--- config.mk ---
export PLATFORM = sky130hd
export DESIGN_NAME = morse_decoder
export DESIGN_NICKNAME = d
export VERILOG_FILES = /design/src/rtl/morse_decoder.sv
export SDC_FILE = /design/constraint.sdc
export NUM_CORES = 1
export LEC_CHECK = 0
export ABC_CLOCK_PERIOD_IN_PS = 3500
export BUFFER_PORTS_ARGS = -buffer_cell sky130_fd_sc_hd__buf_2
export CAP_MARGIN = 30
export CORE_ASPECT_RATIO = 0.75
export CORE_MARGIN = 3
export CORE_UTILIZATION = 58
export DETAILED_ROUTE_END_ITERATION = 16
export HOLD_SLACK_MARGIN = 0.15
export PLACE_DENSITY = 0.75
export SETUP_SLACK_MARGIN = 0.3
export SLEW_MARGIN = 20
export SYNTH_ARGS = -nofsm -noshare
export SYNTH_HDL_FRONTEND = slang
export SYNTH_SLANG_ARGS = --single-unit
--- constraint.sdc ---
create_clock -name clk -period 3.5 [get_ports clk]
set_clock_uncertainty 0.05 [all_clocks]
set_input_delay 0.7 -clock clk [delete_from_list [all_inputs] [get_ports clk]]
set_output_delay 0.7 -clock clk [all_outputs]
set_load 0.02 [all_outputs]
--- src/rtl/morse_decoder.sv ---
`timescale 1ns/1ps
`default_nettype none
// ============================================================================
//  Module      : morse_decoder
//  Description : Decodes a single Morse key into letter codes A=0 .. Z=25.
//                Each key press is timed and classified as a dot or a dash.
//                A long enough key-low interval closes the letter, and the
//                buffered symbol is looked up and handed to a draw stage with
//                a level request/done handshake.
//
//  Ports
//    clk         in   system clock, all logic on rising edge
//    reset       in   synchronous active-high reset
//    key         in   Morse key, active-high, debounced and synchronised
//    draw_done   in   draw stage completion flag, only sampled while requesting
//    draw_req    out  level request to the draw stage
//    letter      out  decoded letter code, held while draw_req is high
//    error       out  one-cycle pulse on an invalid or over-long symbol
//    elem_count  out  number of elements buffered for the current letter
//
//  Revision    : 1.0  initial release
// ============================================================================
module morse_decoder #(
    parameter int DOT_MAX    = 12500000,
    parameter int GAP_CYCLES = 25000000
) (
    input  logic       clk,
    input  logic       reset,
    input  logic       key,
    input  logic       draw_done,
    output logic       draw_req,
    output logic [4:0] letter,
    output logic       error,
    output logic [2:0] elem_count
);

    localparam int              c_GAP_W   = $clog2(GAP_CYCLES + 1);
    localparam logic [25:0]     c_DOT_MAX = 26'(DOT_MAX);
    localparam logic [c_GAP_W-1:0] c_GAP_END = c_GAP_W'(GAP_CYCLES);

    localparam logic [2:0] c_S_IDLE     = 3'd0;
    localparam logic [2:0] c_S_PRESS    = 3'd1;
    localparam logic [2:0] c_S_GAP      = 3'd2;
    localparam logic [2:0] c_S_LOOKUP   = 3'd3;
    localparam logic [2:0] c_S_REQ      = 3'd4;
    localparam logic [2:0] c_S_WAIT_REL = 3'd5;

    logic [2:0]         r_state,      w_state;
    logic [25:0]        r_press_cnt,  w_press_cnt;
    logic [c_GAP_W-1:0] r_gap_cnt,    w_gap_cnt;
    logic [3:0]         r_sym_bits,   w_sym_bits;
    logic [2:0]         r_elem_count, w_elem_count;
    logic [4:0]         r_letter,     w_letter;
    logic               r_draw_req,   w_draw_req;
    logic               r_error,      w_error;

    logic               w_lut_valid;
    logic [4:0]         w_lut_letter;
    logic               w_elem;

    // Element just completed: dash when the press lasted DOT_MAX cycles or more.
    assign w_elem = (r_press_cnt >= c_DOT_MAX);

    // Symbol table. Elements are shifted in MSB-first, so the oldest element
    // sits in the highest valid bit; 0 = dot, 1 = dash. Bits above the
    // element count are don't-care.
    always_comb begin
        w_lut_valid  = 1'b1;
        w_lut_letter = 5'd0;
        casez ({r_elem_count, r_sym_bits})
            7'b001_???0: w_lut_letter = 5'd4;   // E .
            7'b001_???1: w_lut_letter = 5'd19;  // T -
            7'b010_??01: w_lut_letter = 5'd0;   // A .-
            7'b010_??00: w_lut_letter = 5'd8;   // I ..
            7'b010_??11: w_lut_letter = 5'd12;  // M --
            7'b010_??10: w_lut_letter = 5'd13;  // N -.
            7'b011_?000: w_lut_letter = 5'd18;  // S ...
            7'b011_?001: w_lut_letter = 5'd20;  // U ..-
            7'b011_?010: w_lut_letter = 5'd17;  // R .-.
            7'b011_?011: w_lut_letter = 5'd22;  // W .--
            7'b011_?100: w_lut_letter = 5'd3;   // D -..
            7'b011_?101: w_lut_letter = 5'd10;  // K -.-
            7'b011_?110: w_lut_letter = 5'd6;   // G --.
            7'b011_?111: w_lut_letter = 5'd14;  // O ---
            7'b100_1000: w_lut_letter = 5'd1;   // B -...
            7'b100_1010: w_lut_letter = 5'd2;   // C -.-.
            7'b100_0010: w_lut_letter = 5'd5;   // F ..-.
            7'b100_0000: w_lut_letter = 5'd7;   // H ....
            7'b100_0111: w_lut_letter = 5'd9;   // J .---
            7'b100_0100: w_lut_letter = 5'd11;  // L .-..
            7'b100_0110: w_lut_letter = 5'd15;  // P .--.
            7'b100_1101: w_lut_letter = 5'd16;  // Q --.-
            7'b100_0001: w_lut_letter = 5'd21;  // V ...-
            7'b100_1001: w_lut_letter = 5'd23;  // X -..-
            7'b100_1011: w_lut_letter = 5'd24;  // Y -.--
            7'b100_1100: w_lut_letter = 5'd25;  // Z --..
            default:     w_lut_valid  = 1'b0;   // ..--, .-.-, ---., ----
        endcase
    end

    // Next-state and datapath logic.
    always_comb begin
        w_state      = r_state;
        w_press_cnt  = r_press_cnt;
        w_gap_cnt    = r_gap_cnt;
        w_sym_bits   = r_sym_bits;
        w_elem_count = r_elem_count;
        w_letter     = r_letter;
        w_draw_req   = r_draw_req;
        w_error      = 1'b0;

        case (r_state)
            c_S_IDLE: begin
                if (key) begin
                    w_press_cnt = 26'd1;
                    w_state     = c_S_PRESS;
                end
            end

            c_S_PRESS: begin
                if (key) begin
                    if (!(&r_press_cnt)) begin
                        w_press_cnt = r_press_cnt + 26'd1;
                    end
                end else if (r_elem_count == 3'd4) begin
                    // Fifth element: no letter has that many, drop the symbol.
                    w_error      = 1'b1;
                    w_sym_bits   = 4'd0;
                    w_elem_count = 3'd0;
                    w_state      = c_S_IDLE;
                end else begin
                    w_sym_bits   = {r_sym_bits[2:0], w_elem};
                    w_elem_count = r_elem_count + 3'd1;
                    w_gap_cnt    = '0;
                    w_state      = c_S_GAP;
                end
            end

            c_S_GAP: begin
                // The end-of-letter test wins over a new press so the letter
                // boundary is fixed at exactly GAP_CYCLES counted low cycles.
                if (r_gap_cnt == c_GAP_END) begin
                    w_state = c_S_LOOKUP;
                end else if (key) begin
                    w_press_cnt = 26'd1;
                    w_state     = c_S_PRESS;
                end else begin
                    w_gap_cnt = r_gap_cnt + c_GAP_W'(1);
                end
            end

            c_S_LOOKUP: begin
                w_sym_bits   = 4'd0;
                w_elem_count = 3'd0;
                if (w_lut_valid) begin
                    w_letter   = w_lut_letter;
                    w_draw_req = 1'b1;
                    w_state    = c_S_REQ;
                end else begin
                    w_error = 1'b1;
                    w_state = c_S_IDLE;
                end
            end

            c_S_REQ: begin
                if (draw_done) begin
                    w_draw_req = 1'b0;
                    w_state    = key ? c_S_WAIT_REL : c_S_IDLE;
                end
            end

            c_S_WAIT_REL: begin
                // A press overlapping the draw is discarded in full.
                if (!key) begin
                    w_state = c_S_IDLE;
                end
            end

            default: begin
                w_state = c_S_IDLE;
            end
        endcase
    end

    always_ff @(posedge clk) begin
        if (reset) begin
            r_state      <= c_S_IDLE;
            r_press_cnt  <= 26'd0;
            r_gap_cnt    <= '0;
            r_sym_bits   <= 4'd0;
            r_elem_count <= 3'd0;
            r_letter     <= 5'd0;
            r_draw_req   <= 1'b0;
            r_error      <= 1'b0;
        end else begin
            r_state      <= w_state;
            r_press_cnt  <= w_press_cnt;
            r_gap_cnt    <= w_gap_cnt;
            r_sym_bits   <= w_sym_bits;
            r_elem_count <= w_elem_count;
            r_letter     <= w_letter;
            r_draw_req   <= w_draw_req;
            r_error      <= w_error;
        end
    end

    assign draw_req   = r_draw_req;
    assign letter     = r_letter;
    assign error      = r_error;
    assign elem_count = r_elem_count;

endmodule
`default_nettype wire

==> reports/results.env, run 1 <==
RUN_STATUS='finished, final reports clean'
HP-CLASS='flip-flop to flip-flop'
DR.PASS1.ITERS=5
TIMING.HOLD.WS_PS=416
WORST_EP_REQUIRED_TIME_PS=3730
N_ANTENNA_CELL=0
POSTROUTEANTENNANETS=0
VDD_DROP_MAX_uV=219
FINAL.SETUP.TNS_PS=0
FINAL_WEIGHTED_CONGESTION_IN_ROUTABILITY_DRIVEN_PLACEMENT=0.811
POST-CTS-SETUP-BUFFER-COUNT=0
DRCVIOLATIONCOUNT=0
MAX_CAP_VIOLATIONS=0
STARTPOINT_TYPES='flip-flop'
VIA_COUNT=3656
POST-LAYOUT-TOTAL-POWER_mW=1.48
FLOORPLAN.IO_PINS=14
CRITICAL-PATH-MAX-STAGE-DELAY_PS=560
MIN_DELAY_PATH_DEPTH=1
CRITICAL_PATH_CLASS='flip-flop to flip-flop'
POST_DRT_VIA_CELL_RATIO=6.54
CRIT_SLOWEST_CELL='dfxtp_1'
GRT_MAX_DEGREE=52
YOSYSTOPAREACELL='dfxtp_1'
PART_OF_THE_TOTAL_POWER_DISSIPATED_IN_COMBINATIONAL_LOGIC=0.052
GRT_OVERFLOW=0
SYN-CELL-AREA_UM2=3940
YOSYS-TOP-CELLS-AREA='dfxtp_1 35%, a21oi_1 6.0%, o31ai_1 4.6%'
ROW_COUNT=25
POST-ROUTE-UTIL=0.647
SYNTH_ENABLE_FLOP_CELLS=0
COREAREA_UM2=6440
SYNTH-SEQ-AREA-SHARE=0.346
CRIT_TOP_CELL='a21oi_1'
HTREEDEPTH=3
CTS_RESIZED=0
TIMING.SLEW.HEADROOM=0.584
CLK_PIN_SLEW_PS=80
DIE_OUTLINE_WIDTH_UM=101
CRIT_PATH_END_KIND='flip-flop'
PLACE_HPWL_UM=5920
P_LEAK_nW=1.37
CLK_ROOT_BUFFER_CELL='clkbuf_8'
GRT_SETUP_UNREPAIRED='false'
NUMBER_OF_FLIP_FLOPS_AND_LATCHES_IN_THE_SYNTHESIZED_NETLIST=68
ROUTE.DETAILED.WL_PER_INST_UM=16.0
POST_SYNTH.CELL_AREA_AVG_UM2=8.27
CTS_BUFFERS=9
REG2REGPATHDEPTH=7
TOP_CELL_TYPE_S_SHARE_OF_SYNTHESIZED_AREA=0.346
P_CLK_FRAC=0.419
WORST_SKEW_PAIR.LATE_LATENCY_PS=350
GRT_PASS1_WL_UM=15000
SYNTH_WARNINGS=0
AREA_DELTA_SYNTH_FINAL_PCT=5.88
CTS_TREE='yes'
SYN-INSTANCE-COUNT=476
MAX-CLOCK-PATH-BUFFERS=2
HOLDBUFCOUNTCTS=0
SHARE_SEQ_OF_TOTAL_POWER=0.529
SW_FRAC_OF_TOTAL=0.243
NETSWITCHINGPOWER_mW=0.361
POST_SYNTH_NUM_CELL_TYPES=64
SYN-NUM-NETS=487
TIGHTESTPINTRANSITION_PS=619
DRIVE_ABOVE_1_SHARE=0.109
DIE_H_UM=77.3
CRIT_CHAIN='inv_1, ha_1, a21oi_1, mux2_2, nand4_2, or3_1, a21oi_1'
INITIAL_UTILIZATION=0.611
TRITONCTS_NUM_SINKS=68
POST-ROUTE-MIN-PERIOD_PS=2470
PATH_MAX_FANOUT=19
POWER_REPORT.INTERNAL_TOTAL_mW=1.12
MAX_CLOCK_FREQ_MHz=404
SETUP_VIOLATIONS=0
CRIT_ARRIVAL_PS=2700
MIN_PERIOD_OVER_PERIOD=0.707
DRTITER0DRC=231
GRT_PASS1_VIAS=3114
SYNTH_FF_TYPE='dfxtp_1'
FINALNETCOUNT=484
HOLD_VIOL=0
PLACE.PORT_BUFFERS=13
GRT_USAGE=0.233
SLEW_VIOL_FINAL=0
ANTENNA_FOUND_INITIAL=0
POWER-PER-CELL-AREA_nW_PER_UM2=356
ROUTED_WIRELENGTH_UM=8920
YS_ASYNC_SR_FRACTION=0
FP.DIEAREA_UM2=7820
-- layout make-up --
| class | count | area (µm²) |
|---|---|---|
| timing repair buffer | 15 | 80.1 |
| multi-input combinational | 361 | 2370 |
| inverter | 18 | 67.6 |
| sequential | 68 | 1360 |
| clock buffer | 11 | 131 |
| fill | 558 | 2280 |
| tap | 81 | 101 |
| clock inverter | 5 | 52.6 |
-- metal layers --
layer  up-vias  track usage  wire, µm
met5         -            0         0
met4         0       0.0730        70
met3         9       0.0557       517
met2       113        0.326      3870
met1      1724        0.348      4470
li1       1810            -         -
-- power groups by stage --
stage / Combinational [mW] / Sequential [mW] / Clock, mW
floorplan: 0.0633 / 0.799 / 0
global placement: 0.0758 / 0.802 / 0
detailed placement: 0.0769 / 0.803 / 0
CTS: 0.0772 / 0.785 / 0.637
global route: 0.0856 / 0.786 / 0.669
finish: 0.0777 / 0.785 / 0.621
-- critical path: cells and delay by family, from the launching register on --
kind            cells  cell delay, ps
simple gates        2             630
flops               1             560
mux                 1             440
compound gates      2             400
fa+ha+maj           1             220
buf+inv             1              80
-- logic make-up after synthesis --
group	after synthesis	synth area share
muxes	1	0.00286
AOI/OAI and AO/OA	127	0.207
xor gates and xnor gates	18	0.0401
DFF	68	0.346
and+or+nand+nor	208	0.329
buffers and inverters	47	0.0524
adders and majority gates	7	0.0222
-- final timing paths --
| kind | from | endpoint | slack (ps) |
|---|---|---|---|
| worst max-delay path | elem_count[1] | r_gap_cnt[24] | 1030 |
| worst min-delay path | letter[1] | letter[1] | 420 |
| worst max register to register | elem_count[1] | r_gap_cnt[24] | 1030 |
| worst min register to register | letter[1] | letter[1] | 420 |
-- state kept, by name, indices dropped and copies added, names as in the netlist --
signal / cells
letter: 5
draw_req: 1
r_state: 3
r_gap_cnt: 25
r_sym_bits: 4
elem_count: 3
error: 1
r_press_cnt: 26
-- through the flow --
stage / setup slack, ps / std cells / cell area, µm²
3_3_place_gp: 1170 / 543 / 3980
6_report: 1030 / 559 / 4170
5_1_grt: 777 / 559 / 4170
3_5_place_dp: 1090 / 543 / 3980
2_1_floorplan: 1160 / 476 / 3940
4_1_cts: 1060 / 559 / 4170
-- layout by cell type (no fill, tap or decap), drive strengths merged, types with 5 or more instances in the layout --
cell type,n
nor3,7
nand2,26
xor2,13
o21ai,24
nand3,23
clkbuf,11
o2bb2ai,5
o31ai,24
xnor2,5
nor2,39
inv,18
nand4,30
a21oi,47
and4,7
and2,9
a22oi,5
ha,7
buf,15
or3,8
or4,24
and3,10
nor4,8
dfxtp,68
-- synthesized netlist by cell type, types with 3 or more instances --
master and number:
or3_1 8, nor3_1 7, nand3_1 23, xor2_1 13
nor2_1 38, and3_1 10, o2bb2ai_1 5, inv_1 17
o21ai_0 22, dfxtp_1 68, a22oi_1 5, a21oi_1 47
and4_1 7, ha_1 7, or4_1 23, nand4_1 27
nand2_1 26, o31ai_1 24, nor4_1 3, clkbuf_1 18
buf_2 6, xnor2_1 5, buf_4 4, and2_1 8
nor2b_1 3, nor4_4 3
Note: power is estimated with default switching activity, not from simulation.
==> run 2, diff against run 1 <==
Settings changed: ABC_CLOCK_PERIOD_IN_PS 3500 to 2500.
Clock period 3.5 ns to 2.5 ns, I/O delays scaled along.
==> run 2 against run 1 <==
Against the previous run: sequential cell count unchanged; critical path depth unchanged; critical path type unchanged; non-clock buffer count up 11; clock power up 38%.
==> reports/results.env, run 2 (synthesized netlist as in run 1, its figures left out) <==
RUN_STATUS='finished, final reports clean'
FINAL.SETUP.TNS_PS=0
DR.PASS1.ITERS=5
P_CLK_FRAC=0.412
COREAREA_UM2=6440
SHARE_SEQ_OF_TOTAL_POWER=0.524
SW_FRAC_OF_TOTAL=0.237
MAX-CLOCK-PATH-BUFFERS=2
PRE_CTS_SLACK_PS=300
GRT_USAGE=0.238
MAX_CLOCK_FREQ_MHz=482
HP-CLASS='flip-flop to flip-flop'
INITIAL_UTILIZATION=0.611
NUMPLACEDINSTANCES=552
TIMING.RR.END='letter[1]'
FINAL_WEIGHTED_CONGESTION_IN_ROUTABILITY_DRIVEN_PLACEMENT=0.886
CRITICAL_PATH_CLASS='flip-flop to flip-flop'
DRTITER0DRC=165
POST-ROUTE-UTIL=0.671
CRIT_PATH_END_KIND='flip-flop'
DRCVIOLATIONCOUNT=0
DIE_OUTLINE_WIDTH_UM=101
STARTPOINT_TYPES='flip-flop'
VDD_DROP_MAX_uV=410
PLACE_HPWL_UM=6150
NETSWITCHINGPOWER_mW=0.495
PART_OF_THE_TOTAL_POWER_DISSIPATED_IN_COMBINATIONAL_LOGIC=0.064
DIE_H_UM=77.3
WORST_EP_REQUIRED_TIME_PS=2720
TIMING.SLEW.HEADROOM=0.590
CRIT_ARRIVAL_PS=2300
POWER-PER-CELL-AREA_nW_PER_UM2=483
FLOORPLAN.IO_PINS=14
FP.DIEAREA_UM2=7820
N_ANTENNA_CELL=0
WORST_SKEW_PAIR.LATE_LATENCY_PS=350
GRT_PASS1_WL_UM=15300
PLACE.PORT_BUFFERS=13
REGMOSTFLOPS='r_press_cnt'
GRT_MAX_DEGREE=52
POST-LAYOUT-TOTAL-POWER_mW=2.09
FINALNETCOUNT=495
ROW_COUNT=25
P_LEAK_nW=1.46
TRITONCTS_NUM_SINKS=68
POWER_REPORT.INTERNAL_TOTAL_mW=1.59
ROUTED_WIRELENGTH_UM=8860
MAX_CAP_VIOLATIONS=0
HTREEDEPTH=3
SETUP_VIOLATIONS=0
POST_DRT_VIA_CELL_RATIO=6.36
GRT_SETUP_UNREPAIRED='false'
LARGEST_REGISTER_FFS=26
MIN_PERIOD_OVER_PERIOD=0.829
SLEW_VIOL_FINAL=0
FINAL_CELL_COUNT_NO_FILL=569
PATH_MAX_FANOUT=8
MOST_FREQUENT_STANDARD_CELL_IN_THE_LAYOUT_EXCLUDING_FILL_AND_TAP_CELLS='dfxtp_1'
DETAILED_PLACE.AREA_UM2=4070
TIGHTESTPINTRANSITION_PS=614
WORSTSETUPENDPOINT='letter[1]'
TIMING.HOLD.WS_PS=412
ROUTE.DETAILED.WL_PER_INST_UM=15.6
AREA_DELTA_SYNTH_FINAL_PCT=9.92
DRIVE_ABOVE_1_SHARE=0.145
REG2REGPATHDEPTH=7
VIA_COUNT=3620
CTS_TREE='yes'
CLK_PIN_SLEW_PS=70
R2R_START='elem_count[0]'
HOLD_VIOL=0
HOLDBUFCOUNTCTS=0
LAYOUT.CELLS.MOST_COMMON_LIST='66 x dfxtp_1, 46 x a21oi_1, 38 x nor2_1'
GRT_OVERFLOW=0
GRT_PASS1_VIAS=3206
CLK_ROOT_BUFFER_CELL='clkbuf_8'
ANTENNA_FOUND_INITIAL=0
POST-ROUTE-MIN-PERIOD_PS=2070
FINAL_DESIGN_AREA_NO_FILL_UM2=4330
FINALWORSTSETUPSLACK_PS=427
CTS_BUFFERS=9
REG2REG_SETUP_SLACK_PS=430
SETUP.WORST_PATH.START='elem_count[0]'
FILL_CELLS=533
POSTROUTEANTENNANETS=0
==> run 2: cell types whose count changed in the layout (fill, tap and decap cells not counted), sizes merged <==
cell      previous run  this run
bufinv               1         0
clkinv               3         1
clkbuf              11        14
buf                 15        26
clkinvlp             1         0
==> run 2: cell type report <==
class,instances,area (µm²),share of cell area
multi-input cells,361,2430,0.562
flip-flops and latches,68,1360,0.315
inverters,18,67.6,0.0156
repair buffers,26,175,0.0405
clock buffers,14,183,0.0422
well taps,81,101,0.0234
clock inverters,1,5.00,0.00116
==> run 2: worst min path at each step <==
stage | startpoint | to | slack, ps | depth (start not counted)
4_1_cts | letter[4] | letter[4] | 410 | 1
3_3_place_gp | letter[4] | letter[4] | 390 | 1
6_report | letter[4] | letter[4] | 410 | 1
2_1_floorplan | r_gap_cnt[24] | r_gap_cnt[24] | 400 | 2
5_1_grt | letter[3] | letter[3] | 440 | 1
3_5_place_dp | letter[4] | letter[4] | 390 | 1
==> run 2: metal layers <==
| metal | GRT usage | wire length (µm) | up-vias |
|---|---|---|---|
| met5 | 0 | 0 | - |
| met4 | 0.0890 | 105 | 0 |
| met3 | 0.0431 | 443 | 12 |
| met2 | 0.339 | 3850 | 100 |
| met1 | 0.354 | 4460 | 1683 |
| li1 | - | - | 1825 |
==> run 2: repair_timing <==
action / in CTS / in global routing
setup buffers: 0 / 2
setup endpoints to repair: 6 / 38
gates resized for setup: 2 / 9
==> run 2: worst max-delay path, stage by stage (launching register included) <==
cell and delay [ps]:
dfxtp_1 390, inv_1 100, ha_1 260, and2_1 270
o311a_1 190, o311ai_4 350, and2_2 260, o2bb2ai_1 130
==> run 2: power by group through the flow <==
stage	clock [mW]	combinational, mW	sequential (mW)
4_1_cts	0.880	0.125	1.09
5_1_grt	0.921	0.149	1.09
6_report	0.860	0.134	1.09
3_5_place_dp	0	0.124	1.12
3_3_place_gp	0	0.122	1.12
2_1_floorplan	0	0.0887	1.12
==> run 3, diff against run 2 <==
Settings changed: ABC_AREA set to 1, ABC_CLOCK_PERIOD_IN_PS 2500 to 1900, CORE_UTILIZATION 58 to 57, PLACE_DENSITY 0.75 to 0.77.
Clock period 2.5 ns to 1.9 ns, I/O delays scaled along.
==> run 3 against run 2 <==
Against the previous run: design area up 47%; sequential cell count unchanged; clock-buffer cell count unchanged; via count up 57%; clock power up 29%; utilization up 17 points; worst hold slack worse by 120 ps; critical path depth up 4; sequential share of layout area down 9.0 points; first-iteration DRC count rose to 5.6 times the previous value.
==> reports/results.env, run 3 <==
WORST_PATH_DOMINANT_CELL_FAMILY='simple AND/OR/NAND/NOR gates'
HP-CLASS='input port to flip-flop'
POWER_REPORT.INTERNAL_TOTAL_mW=2.11
POWER-PER-CELL-AREA_nW_PER_UM2=464
TOP_CELL_TYPE_S_SHARE_OF_SYNTHESIZED_AREA=0.297
ANTENNA_FOUND_INITIAL=0
SYN-NUM-NETS=761
NUMBER_OF_FLIP_FLOPS_AND_LATCHES_IN_THE_SYNTHESIZED_NETLIST=68
PLACE_HPWL_UM=8770
CLK_PIN_SLEW_PS=70
SW_FRAC_OF_TOTAL=0.284
TRITONCTS_NUM_SINKS=68
DIE_H_UM=83.6
CRITICAL_PATH_CLASS='flip-flop to flip-flop'
DRTITER0DRC=925
DR.PASS1.ITERS=5
COREAREA_UM2=7570
SLEW_VIOL_FINAL=0
N_ANTENNA_CELL=0
POST_SYNTH.CELL_AREA_AVG_UM2=6.11
ROW_COUNT=27
RUN_STATUS='finished, final reports clean'
TIGHTESTPINTRANSITION_PS=563
SYN-CELL-AREA_UM2=4580
CRITICAL-PATH-MAX-STAGE-DELAY_PS=360
VDD_DROP_MAX_uV=418
YOSYSTOPAREACELL='dfxtp_1'
NETSWITCHINGPOWER_mW=0.835
SHARE_SEQ_OF_TOTAL_POWER=0.489
INITIAL_UTILIZATION=0.605
POSTROUTEANTENNANETS=0
YS_ASYNC_SR_FRACTION=0
GRT_OVERFLOW=0
POST-ROUTE-MIN-PERIOD_PS=1870
FINAL.SETUP.TNS_PS=0
CRIT_PATH_END_KIND='flip-flop'
GRT_PASS1_VIAS=4823
SYNTH_FF_TYPE='dfxtp_1'
CRIT_CHAIN='ha_4, nand2_4, nor2_4, buf_4, nand2_2, buf_4, o21bai_1, nand2_1, nor2_1, nand3_1, a21oi_1'
MULTIINPUTGATEAREA_UM2=3500
CRIT_PATH_BUFFERS_INVERTERS=2
HOLDBUFCOUNTCTS=0
POST_DRT_VIA_CELL_RATIO=6.03
WORST_EP_REQUIRED_TIME_PS=2140
SETUP_VIOLATIONS=0
REGMOSTFLOPS='r_press_cnt'
GRT_USAGE=0.318
HOLD_VIOL=0
ROUTE.DETAILED.WL_PER_INST_UM=17.3
MIN_PERIOD_OVER_PERIOD=0.983
GRT_SETUP_UNREPAIRED='true'
VIA_COUNT=5670
PART_OF_THE_TOTAL_POWER_DISSIPATED_IN_COMBINATIONAL_LOGIC=0.133
FP.DIEAREA_UM2=9160
WORST_SKEW_PAIR.LATE_LATENCY_PS=360
CTS_TREE='yes'
SYNTH_WARNINGS=0
DRCVIOLATIONCOUNT=0
SYNTH-SEQ-AREA-SHARE=0.297
POST_SYNTH_NUM_CELL_TYPES=38
GRT_PASS1_WL_UM=23400
FINAL_WEIGHTED_CONGESTION_IN_ROUTABILITY_DRIVEN_PLACEMENT=0.934
PATH_MAX_FANOUT=4
MAX_CAP_VIOLATIONS=0
MOST_FREQUENT_STANDARD_CELL_IN_THE_LAYOUT_EXCLUDING_FILL_AND_TAP_CELLS='nand2_1'
DRIVE_ABOVE_1_SHARE=0.362
CTS_BUFFERS=9
LARGEST_REGISTER_FFS=26
P_CLK_FRAC=0.378
STARTPOINT_TYPES='flip-flop'
GRT_MAX_DEGREE=39
FILL_CELLS=429
LAYOUT.CELLS.MOST_COMMON_LIST='169 x nand2_1, 112 x nor2_1, 69 x inv_1'
REGAREA_UM2=1430
CRIT_ARRIVAL_PS=2100
TIMING.SLEW.HEADROOM=0.622
DOMINANT_CELL_BY_COUNT_IN_THE_SYNTHESIZED_NETLIST='nand2_1'
DIE_OUTLINE_WIDTH_UM=110
P_LEAK_nW=2.52
POST-LAYOUT-TOTAL-POWER_mW=2.94
CLK_ROOT_BUFFER_CELL='clkbuf_8'
SYNTH_ENABLE_FLOP_CELLS=0
ROUTED_WIRELENGTH_UM=16300
PLACE.PORT_BUFFERS=13
MAX_CLOCK_FREQ_MHz=535
HTREEDEPTH=3
FINALNETCOUNT=845
FLOORPLAN.IO_PINS=14
AREA_DELTA_SYNTH_FINAL_PCT=38.5
MAX-CLOCK-PATH-BUFFERS=2
SYNTHTOPCELLSBYCOUNT='208 x nand2_1, 146 x nor2_1, 81 x inv_1'
SYN-INSTANCE-COUNT=750
CRIT_TOP_CELL='buf_4'
CRIT_SLOWEST_CELL='dfxtp_4'
YOSYS-TOP-CELLS-AREA='dfxtp_1 30%, nand2_1 17%, nor2_1 12%'
## run 3: cell types whose count changed in the layout (fill, tap and decap cells not counted), moves of 26 or more
cell     previous run  this run
nand2_1            26       169
nor2_1             38       112
inv_1              17        69
buf_4              12        49
nand3_1            23        58
dfxtp_1            66        32
nand2_2             0        28
nor2_2              1        29
dfxtp_2             2        28
## run 3: stage by stage
| step | setup slack, ps | utilization | hold slack [ps] | instance area, µm² | cells |
|---|---|---|---|---|---|
| detailed placement | 43.2 | 0.653 | 409 | 4940 | 871 |
| global placement | 130 | 0.653 | 401 | 4940 | 871 |
| finish | 32.1 | 0.838 | 294 | 6340 | 940 |
| global route | -71.2 | 0.838 | 306 | 6340 | 940 |
| CTS | 170 | 0.765 | 288 | 5790 | 924 |
| floorplan | 230 | - | 409 | 4700 | 750 |
## run 3: worst register-to-register path: stages (launching register included)
cell	delay (ps)
dfxtp_4	360
ha_4	140
nand2_4	60
nor2_4	180
buf_4	140
nand2_2	110
buf_4	170
o21bai_1	180
nand2_1	80
nor2_1	100
nand3_1	90
a21oi_1	140
## run 3: logic make-up (layout without fill, tap and decap cells)
family / Yosys count / in the layout / synth area share
AND/OR/NAND/NOR: 494 / 502 / 0.490
AO/OA/AOI/OAI: 70 / 70 / 0.0803
flip-flops: 68 / 68 / 0.297
XOR/XNOR: 7 / 7 / 0.0134
buffers and inverters: 104 / 185 / 0.0995
adder cells (fa/ha/maj): 7 / 7 / 0.0191
## run 3: metal layers
metal | global-route usage | wire [µm]
met1 | 0.440 | 6390
met2 | 0.468 | 7280
met3 | 0.109 | 1990
met5 | 0 | 0
met4 | 0.0883 | 609
## run 3: power by group through the flow
stage          registers (mW)  logic (mW)  clock network, mW
2_1_floorplan            1.48       0.177                  0
3_3_place_gp             1.48       0.219                  0
3_5_place_dp             1.48       0.223                  0
4_1_cts                  1.44       0.321               1.12
5_1_grt                  1.44       0.409               1.19
6_report                 1.44       0.391               1.11
## run 3: final timing paths
kind / from / endpoint / slack, ps / cells after the start
setup reg to reg: r_press_cnt[1] / r_press_cnt[10] / 30 / 11
setup / recovery: r_press_cnt[1] / r_press_cnt[10] / 30 / 11
hold reg to reg: draw_req / draw_req / 420 / 2
hold / removal: draw_done / draw_req / 290 / 4
## run 3: layout make-up
class / count / share of cell area
clock inverter: 2 / 0.00158
tap: 101 / 0.0199
clock buffer: 14 / 0.0257
multi-input combinational: 586 / 0.552
timing repair buffer: 82 / 0.121
inverter: 87 / 0.0552
sequential: 68 / 0.225
## run 3: timing repair
item,4_1_cts,5_1_grt
buffers inserted,28,14
gates cloned,9,2
pin swaps,28,56
gates resized for setup,75,138
setup endpoints to repair,58,58
